**config.mk**
```make
export PLATFORM = sky130hd
export DESIGN_NAME = neuron_layer
export DESIGN_NICKNAME = d
export VERILOG_FILES = /design/src/rtl/neuron_layer.sv
export SDC_FILE = /design/constraint.sdc
export NUM_CORES = 1
export LEC_CHECK = 0
export BUFFER_PORTS_ARGS = -buffer_cell sky130_fd_sc_hd__buf_2
export CORE_MARGIN = 2
export CORE_UTILIZATION = 27
export DETAILED_ROUTE_END_ITERATION = 8
export PLACE_DENSITY = 0.4
export SLEW_MARGIN = 20
export SYNTH_ARGS = -nofsm -noshare
export SYNTH_HDL_FRONTEND = slang
export SYNTH_SLANG_ARGS = --single-unit
```
**constraint.sdc**
```tcl
create_clock -name clk -period 5.9 [get_ports clk]
set_clock_uncertainty 0.05 [all_clocks]
set_input_delay 0.59 -clock clk [delete_from_list [all_inputs] [get_ports clk]]
set_output_delay 0.59 -clock clk [all_outputs]
set_load 0.02 [all_outputs]
```
**src/rtl/neuron_layer.sv**
```systemverilog
// neuron_layer: M parallel sequential-MAC neurons sharing one latched input vector.
// Optional leaky ReLU for negative sums: define NEURON_LAYER_LEAKY_EN.
module neuron_layer #(
    parameter int M          = 2,
    parameter int N          = 4,
    parameter int WIDTH      = 8,
    parameter int ACC_W      = 2*WIDTH+2,
    parameter int LEAK_SHIFT = 3
) (
    input  logic                      clk,
    input  logic                      rst,
    input  logic                      start,
    input  logic                      act_bypass,
    input  logic [N*WIDTH-1:0]        x,
    input  logic [M*N*WIDTH-1:0]      w,
    input  logic [M*WIDTH-1:0]        b,
    output logic                      busy,
    output logic                      done,
    output logic [M*ACC_W-1:0]        y
);

    localparam int KW = (N > 1) ? $clog2(N) : 1;
    localparam logic [KW-1:0] K_LAST = KW'(N - 1);

    typedef enum logic [1:0] {IDLE, ACC, ACT} state_t;

    state_t                  r_state;
    logic [N*WIDTH-1:0]      r_x;
    logic [M*N*WIDTH-1:0]    r_w;
    logic                    r_bypass;
    logic [KW-1:0]           r_k;
    logic signed [ACC_W-1:0] r_acc [M];

    logic signed [WIDTH-1:0]   w_xk;
    logic signed [2*WIDTH-1:0] w_prod [M];
    logic signed [ACC_W-1:0]   w_act [M];

    always_comb begin
        w_xk = r_x[int'(r_k)*WIDTH +: WIDTH];
        for (int j = 0; j < M; j++) begin
            w_prod[j] = w_xk * $signed(r_w[(j*N + int'(r_k))*WIDTH +: WIDTH]);
            if (r_bypass || !r_acc[j][ACC_W-1])
                w_act[j] = r_acc[j];
`ifdef NEURON_LAYER_LEAKY_EN
            else
                w_act[j] = r_acc[j] >>> LEAK_SHIFT;
`else
            else
                w_act[j] = '0;
`endif
        end
    end

    always_ff @(posedge clk or posedge rst) begin
        if (rst) begin
            r_state  <= IDLE;
            busy     <= 1'b0;
            done     <= 1'b0;
            y        <= '0;
            r_x      <= '0;
            r_w      <= '0;
            r_bypass <= 1'b0;
            r_k      <= '0;
            for (int j = 0; j < M; j++)
                r_acc[j] <= '0;
        end else begin
            done <= 1'b0;
            unique case (r_state)
                IDLE: begin
                    if (start) begin
                        r_x      <= x;
                        r_w      <= w;
                        r_bypass <= act_bypass;
                        r_k      <= '0;
                        busy     <= 1'b1;
                        r_state  <= ACC;
                        for (int j = 0; j < M; j++)
                            r_acc[j] <= ACC_W'($signed(b[j*WIDTH +: WIDTH]));
                    end
                end
                ACC: begin
                    for (int j = 0; j < M; j++)
                        r_acc[j] <= r_acc[j] + ACC_W'(w_prod[j]);
                    if (r_k == K_LAST)
                        r_state <= ACT;
                    else
                        r_k <= r_k + 1'b1;
                end
                ACT: begin
                    // Result lands with done; busy drops so start is taken next edge.
                    for (int j = 0; j < M; j++)
                        y[j*ACC_W +: ACC_W] <= w_act[j];
                    done    <= 1'b1;
                    busy    <= 1'b0;
                    r_state <= IDLE;
                end
                default: r_state <= IDLE;
            endcase
        end
    end

endmodule
```
==> impl_metrics.toml, run 1 <==
[synth]
synth_nets = 1573
synth_top_area_share_pct = 31.8
yosys_most_used_dff = "dfrtp_1"
yosysTopAreaCell = "dfrtp_1"
ys_ff_latch = 175
yosysWarningCount = 0
synthCells = 1212
ys_types = 56
synthesis.area_mm2 = 0.0138
syn_avg_cell_area_um2 = 11.4
synthArstFlopShare_pct = 100
yosys-top-cells-area = "dfrtp_1 32%, fa_1 23%, mux2_2 8.0%, ha_1 7.7%, inv_1 5.1%"
ys_seq_area_share_pct = 31.8
synth_edf_count = 0

[clocking]
clk_latency_ns = 0.48
numCtsBuffers = 17
htreeDepth = 4
cts_tree = "done"
postCtsHoldBufs = 0
clock_sinks = 175
ctsRootBufferMaster = "clkbuf_16"
clock_path_buffers = 2
clk_pin_slew_ns = 0.08

[run]
drv_cap = 0

[critical_path]
criticalPathCategory = "flip-flop to flip-flop"
crit_top_cell = "fa_1"
crit_path_end_kind = "flip-flop"
r2r-start = "r_k[0]"
crit_fanout = 11
ff2ff_setup_slack_ns = 0.24
crit_required_ns = 6.21
cp-start-kind = "flip-flop"
cp_top_family = "adder cells"
cpMaxStageDelayCell = "mux4_2"
worstPathArrival_ns = 5.98
cp_slowest_stage_delay_ns = 0.66
path_cells = "buf_12 > buf_12 > mux4_2 > and2_1 > fa_1 > fa_1 > inv_1 > fa_1 > inv_1 > fa_1 > fa_1 > ha_1 > o21ai_1 > o211ai_1 > and3_1 > o32ai_1 > xnor2_1 > a21oi_1"
rr_worst_depth = 18
cp_num_buf_inv = 4
timing.rr.end = "r_acc[35]"

[floorplanning]
ioPinCount = 154
fp-row-count = 82
die_w_um = 230
die_area_mm2 = 0.0528
die_y_um = 230
start_util_pct = 27.4
core_area_mm2 = 0.0503

[sta]
final-setup-viol-count = 0
report.final.slew_viol_count = 0
max_slew.worst_pin.slew_ns = 1.08
whs_ns = 0.269
hold_viol = 0
relSlewSlack_pct = 27.6
setup_slack_ns = 0.237
finalCriticalPeriod_ns = 5.66
fin_crit_sh_pct = 96.0
max_freq_ghz = 0.177
fin_tns_setup_ns = 0

[global_route]
grt_pass1_vias = 9826
grt_use_total_pct = 14.7
grt_pass1_wl_um = 59100
grt_max_degree = 126
antenna_found_initial = 8
grt_overflow_total = 0

[routing]
num_vias = 9228
ant_nets = 0
drt_pre_antenna_iters = 6
routed_wl_um = 37000
drc = 0
wire_per_inst_um = 17.8
via_per_inst = 4.43
drt_iter0_markers = 454

[layout]
layout_commonest_cell = "inv_1"
fillCellCount = 5193
finish.utilization_pct = 32.6
register_area_mm2 = 0.00438
final_cell_mix = "185 x inv_1, 174 x dfrtp_1, 160 x fa_1, 153 x buf_2, 98 x mux2_2"
multi_input_area_mm2 = 0.00856
layout-drive-gt1-share_pct = 26.6
area_growth_pct = 18.9
layout.nets = 1758

[worst_hold_path]
hold_path.class = "primary input to asynchronous set/reset pin"

[place]
port_buffers = 153
pre_cts_ws_ns = 0.0630
place.gp.congestion = 0.763
hpwlAfterDp_um = 29100

[status]
status = "complete, no violations"
## sequential cells by signal, summed over array words and instances (netlist names)
register,count
r_k,2
r_x,32
r_state,2
r_acc,36
done,1
r_w,64
r_bypass,1
busy,1
y,36
## per-stage QoR
| stage | cells | instance area, um^2 |
|---|---|---|
| finish | 2085 | 16400 |
| global route | 2084 | 16400 |
| CTS | 2067 | 16100 |
| detailed placement | 2035 | 15600 |
| global placement | 2035 | 15600 |
| floorplan | 1212 | 13800 |
## worst register-to-register path: cells and delay by family (launching register included)
| kind | cells | cell delay, ns |
|---|---|---|
| AOI/OAI and AO/OA | 4 | 0.81 |
| xor gates and xnor gates | 1 | 0.19 |
| adders and majority gates | 6 | 2.64 |
| buffers and inverters | 4 | 0.38 |
| DFF | 1 | 0.38 |
| muxes | 1 | 0.67 |
| and+or+nand+nor | 2 | 0.46 |
## cell type report
class,instances,area share [%]
multi-input cells,809,52.3
diodes,3,0.0459
clock inverters,13,0.887
inverters,186,4.31
flip-flops and latches,175,26.8
clock buffers,19,2.71
well taps,672,5.14
repair buffers,208,7.87
## how the worst max path moves through the flow
stage	startpoint	end	slack, ns	cells past startpoint
after floorplan	r_k[0]	r_acc[17]	0.02	18
after global placement	r_k[0]	r_acc[32]	0.13	15
after detailed placement	r_k[0]	r_acc[32]	0.06	20
after CTS	r_k[0]	r_acc[14]	0.03	20
after global routing	r_k[0]	r_acc[33]	-0.0008	18
final	r_k[0]	r_acc[35]	0.24	18
## cell families (layout without fill, tap and decap cells)
kind of cell / Yosys count / after routing / share of synthesized area (%)
AOI/OAI and AO/OA: 159 / 159 / 7.88
xor gates and xnor gates: 31 / 31 / 2.14
adders and majority gates: 245 / 245 / 31.0
buffers and inverters: 230 / 426 / 6.60
DFF: 175 / 175 / 31.8
muxes: 123 / 125 / 11.8
other: 0 / 3 / 0
and+or+nand+nor: 249 / 249 / 8.78
## synthesized netlist by cell type (4+ instances only)
master / instances
mux4_2: 22
clkbuf_1: 20
nor2_1: 50
a31oi_1: 14
o22ai_1: 6
dfrtp_1: 175
buf_2: 18
inv_1: 186
o211ai_1: 5
xnor2_1: 20
mux2_2: 98
a22o_1: 34
a21o_1: 9
o21a_1: 5
nand2_1: 94
buf_4: 6
xor2_1: 9
nor3_1: 7
nand2b_1: 5
and2_1: 66
nand3_1: 4
fa_1: 160
a21oi_1: 34
o21bai_1: 7
nor2b_1: 5
o21ai_0: 23
ha_1: 85
## routing by layer
metal	wire length (um)	up-vias	GRT usage (%)
met4	452	10	4.88
li1	-	4384	-
met5	58	-	0
met2	15200	164	20.7
met3	1460	32	3.03
met1	19800	4638	22.2
## timing repair
item	in CTS	in global routing
setup buffers	0	12
endpoints found under the setup margin	0	12
resized for setup	0	8
Power of run 1 is not shown: default switching activity piles up to over one toggle a cycle in this logic, so the estimate is an artifact.
==> run 2: changes to the inputs <==
--- a/config.mk
+++ b/config.mk
@@ -9,7 +9,7 @@
 export CORE_MARGIN = 2
 export CORE_UTILIZATION = 27
 export DETAILED_ROUTE_END_ITERATION = 8
-export PLACE_DENSITY = 0.4
+export PLACE_DENSITY = 0.52
 export SLEW_MARGIN = 20
 export SYNTH_ARGS = -nofsm -noshare
 export SYNTH_HDL_FRONTEND = slang
==> run 2 against run 1 <==
  * Non-clock buffer count shrank 17
  * Clock-buffer cell count shrank 1
  * Global-route usage shrank 0.70 points
  * Cell count shrank 0.72%
==> impl_metrics.toml, run 2 (same netlist as run 1, synthesis figures left out) <==
[routing]
drt_pre_antenna_iters = 5
ant_nets = 0
via_per_inst = 4.49
num_vias = 9294
drc = 0
wire_per_inst_um = 17.1
drt_iter0_markers = 542
routed_wl_um = 35400

[critical_path]
ff2ff_setup_slack_ns = 0.21
r2r-start = "r_k[0]"
crit_end = "r_acc[17]"
worstPathArrival_ns = 5.98
timing.rr.end = "r_acc[17]"
crit_path_end_kind = "flip-flop"
crit_top_cell = "fa_1"
criticalPathCategory = "flip-flop to flip-flop"
cp_top_family = "adder cells"
path_depth = 16
cp-startpoint = "r_k[0]"
cp-start-kind = "flip-flop"
rr_worst_depth = 16
cp_slowest_stage_delay_ns = 0.62
path_cells = "buf_12 > mux4_2 > or2_2 > fa_1 > fa_1 > inv_1 > fa_1 > fa_1 > fa_1 > ha_1 > o21a_1 > or2_2 > a31oi_1 > a21boi_0 > nand4b_1 > or3b_1"
crit_fanout = 19
cpMaxStageDelayCell = "mux4_2"
cp_num_buf_inv = 2
crit_required_ns = 6.18

[status]
status = "complete, no violations"

[global_route]
antenna_found_initial = 15
grt_pass1_wl_um = 57300
grt_use_total_pct = 14.0
grt_max_degree = 66
grt_pass1_vias = 9883
grt_overflow_total = 0

[floorplanning]
ioPinCount = 154
die_y_um = 230
die_w_um = 230
fp-row-count = 82
die_area_mm2 = 0.0528
start_util_pct = 27.4
core_area_mm2 = 0.0503

[sta]
hold_viol = 0
max_slew.worst_pin.slew_ns = 0.877
setup_slack_ns = 0.205
fin_crit_sh_pct = 96.5
final-setup-viol-count = 0
finalCriticalPeriod_ns = 5.69
max_freq_ghz = 0.176
rsz0062_at_grt = "yes"
report.final.slew_viol_count = 0
relSlewSlack_pct = 41.5

[clocking]
clock_path_buffers = 2
numCtsBuffers = 17
postCtsHoldBufs = 0
cts_tree = "done"
ctsRootBufferMaster = "clkbuf_16"
clk_pin_slew_ns = 0.07
clk_latency_ns = 0.45
htreeDepth = 4
clock_sinks = 175

[layout]
final_cell_mix = "185 x inv_1, 174 x dfrtp_1, 160 x fa_1, 153 x buf_2, 98 x mux2_2"
top_register = "r_w"
largest_register_ff_count = 64
layout-drive-gt1-share_pct = 26.1
layout_commonest_cell = "inv_1"
largestRegisters = "r_w: 64 flops, r_acc: 36 flops, y: 36 flops"
finish.utilization_pct = 32.2
design_area_mm2 = 0.0162
area_growth_pct = 17.6
layout.nets = 1740

[run]
drv_cap = 0

[place]
pre_cts_ws_ns = 0.131
port_buffers = 153
place.gp.congestion = 0.829
placed_cell_area_mm2 = 0.0154
hpwlAfterDp_um = 28500

[worst_hold_path]
hold_path.class = "primary input to asynchronous set/reset pin"
[run 2: layer usage]
layer	share of wire (%)	track usage (%)	up-vias
met2	41	20.1	204
li1	-	-	4342
met4	0.88	2.96	16
met3	6.5	4.01	29
met1	51	20.7	4703
met5	0.30	0	-
[run 2: stage by stage]
stage | hold WS (ns) | TNS (ns) | std cells
after floorplan | 0.416 | 0 | 1212
after global placement | 0.409 | 0 | 2022
after detailed placement | 0.416 | 0 | 2022
after CTS | 0.130 | 0 | 2054
after global routing | 0.149 | -0.00369 | 2066
final | 0.123 | 0 | 2070
[run 2: area by class of cell]
type | count | area, um^2
sequential | 175 | 4380
timing repair buffer | 191 | 1090
fill | 5182 | 34100
multi-input combinational | 808 | 8550
tap | 672 | 841
inverter | 186 | 706
antenna | 6 | 15.0
clock inverter | 14 | 173
clock buffer | 18 | 439
[run 2: worst min path at each step]
stage / from / endpoint / slack (ns) / cells after the start
2_1_floorplan: r_acc[6] / y[24] / 0.42 / 1
3_3_place_gp: busy / busy / 0.41 / 1
3_5_place_dp: busy / busy / 0.42 / 1
4_1_cts: rst / r_acc[17] / 0.13 / 2
5_1_grt: rst / r_w[37] / 0.15 / 2
6_report: rst / r_w[45] / 0.12 / 2
[run 2: timing repair]
action	4_1_cts	5_1_grt
endpoints found under the setup margin	0	9
buffers inserted	0	9
endpoints found under the hold margin	0	0
resized for setup	0	10
[run 2: worst register-to-register path: stages, from the launching register on]
cell and delay (ns):
dfrtp_2 0.41, buf_12 0.19, mux4_2 0.63, or2_2 0.35, fa_1 0.45, fa_1 0.48
inv_1 0.05, fa_1 0.49, fa_1 0.43, fa_1 0.41, ha_1 0.36, o21a_1 0.21
or2_2 0.29, a31oi_1 0.18, a21boi_0 0.14, nand4b_1 0.10, or3b_1 0.34
Power of run 2 is left out for the same reason.
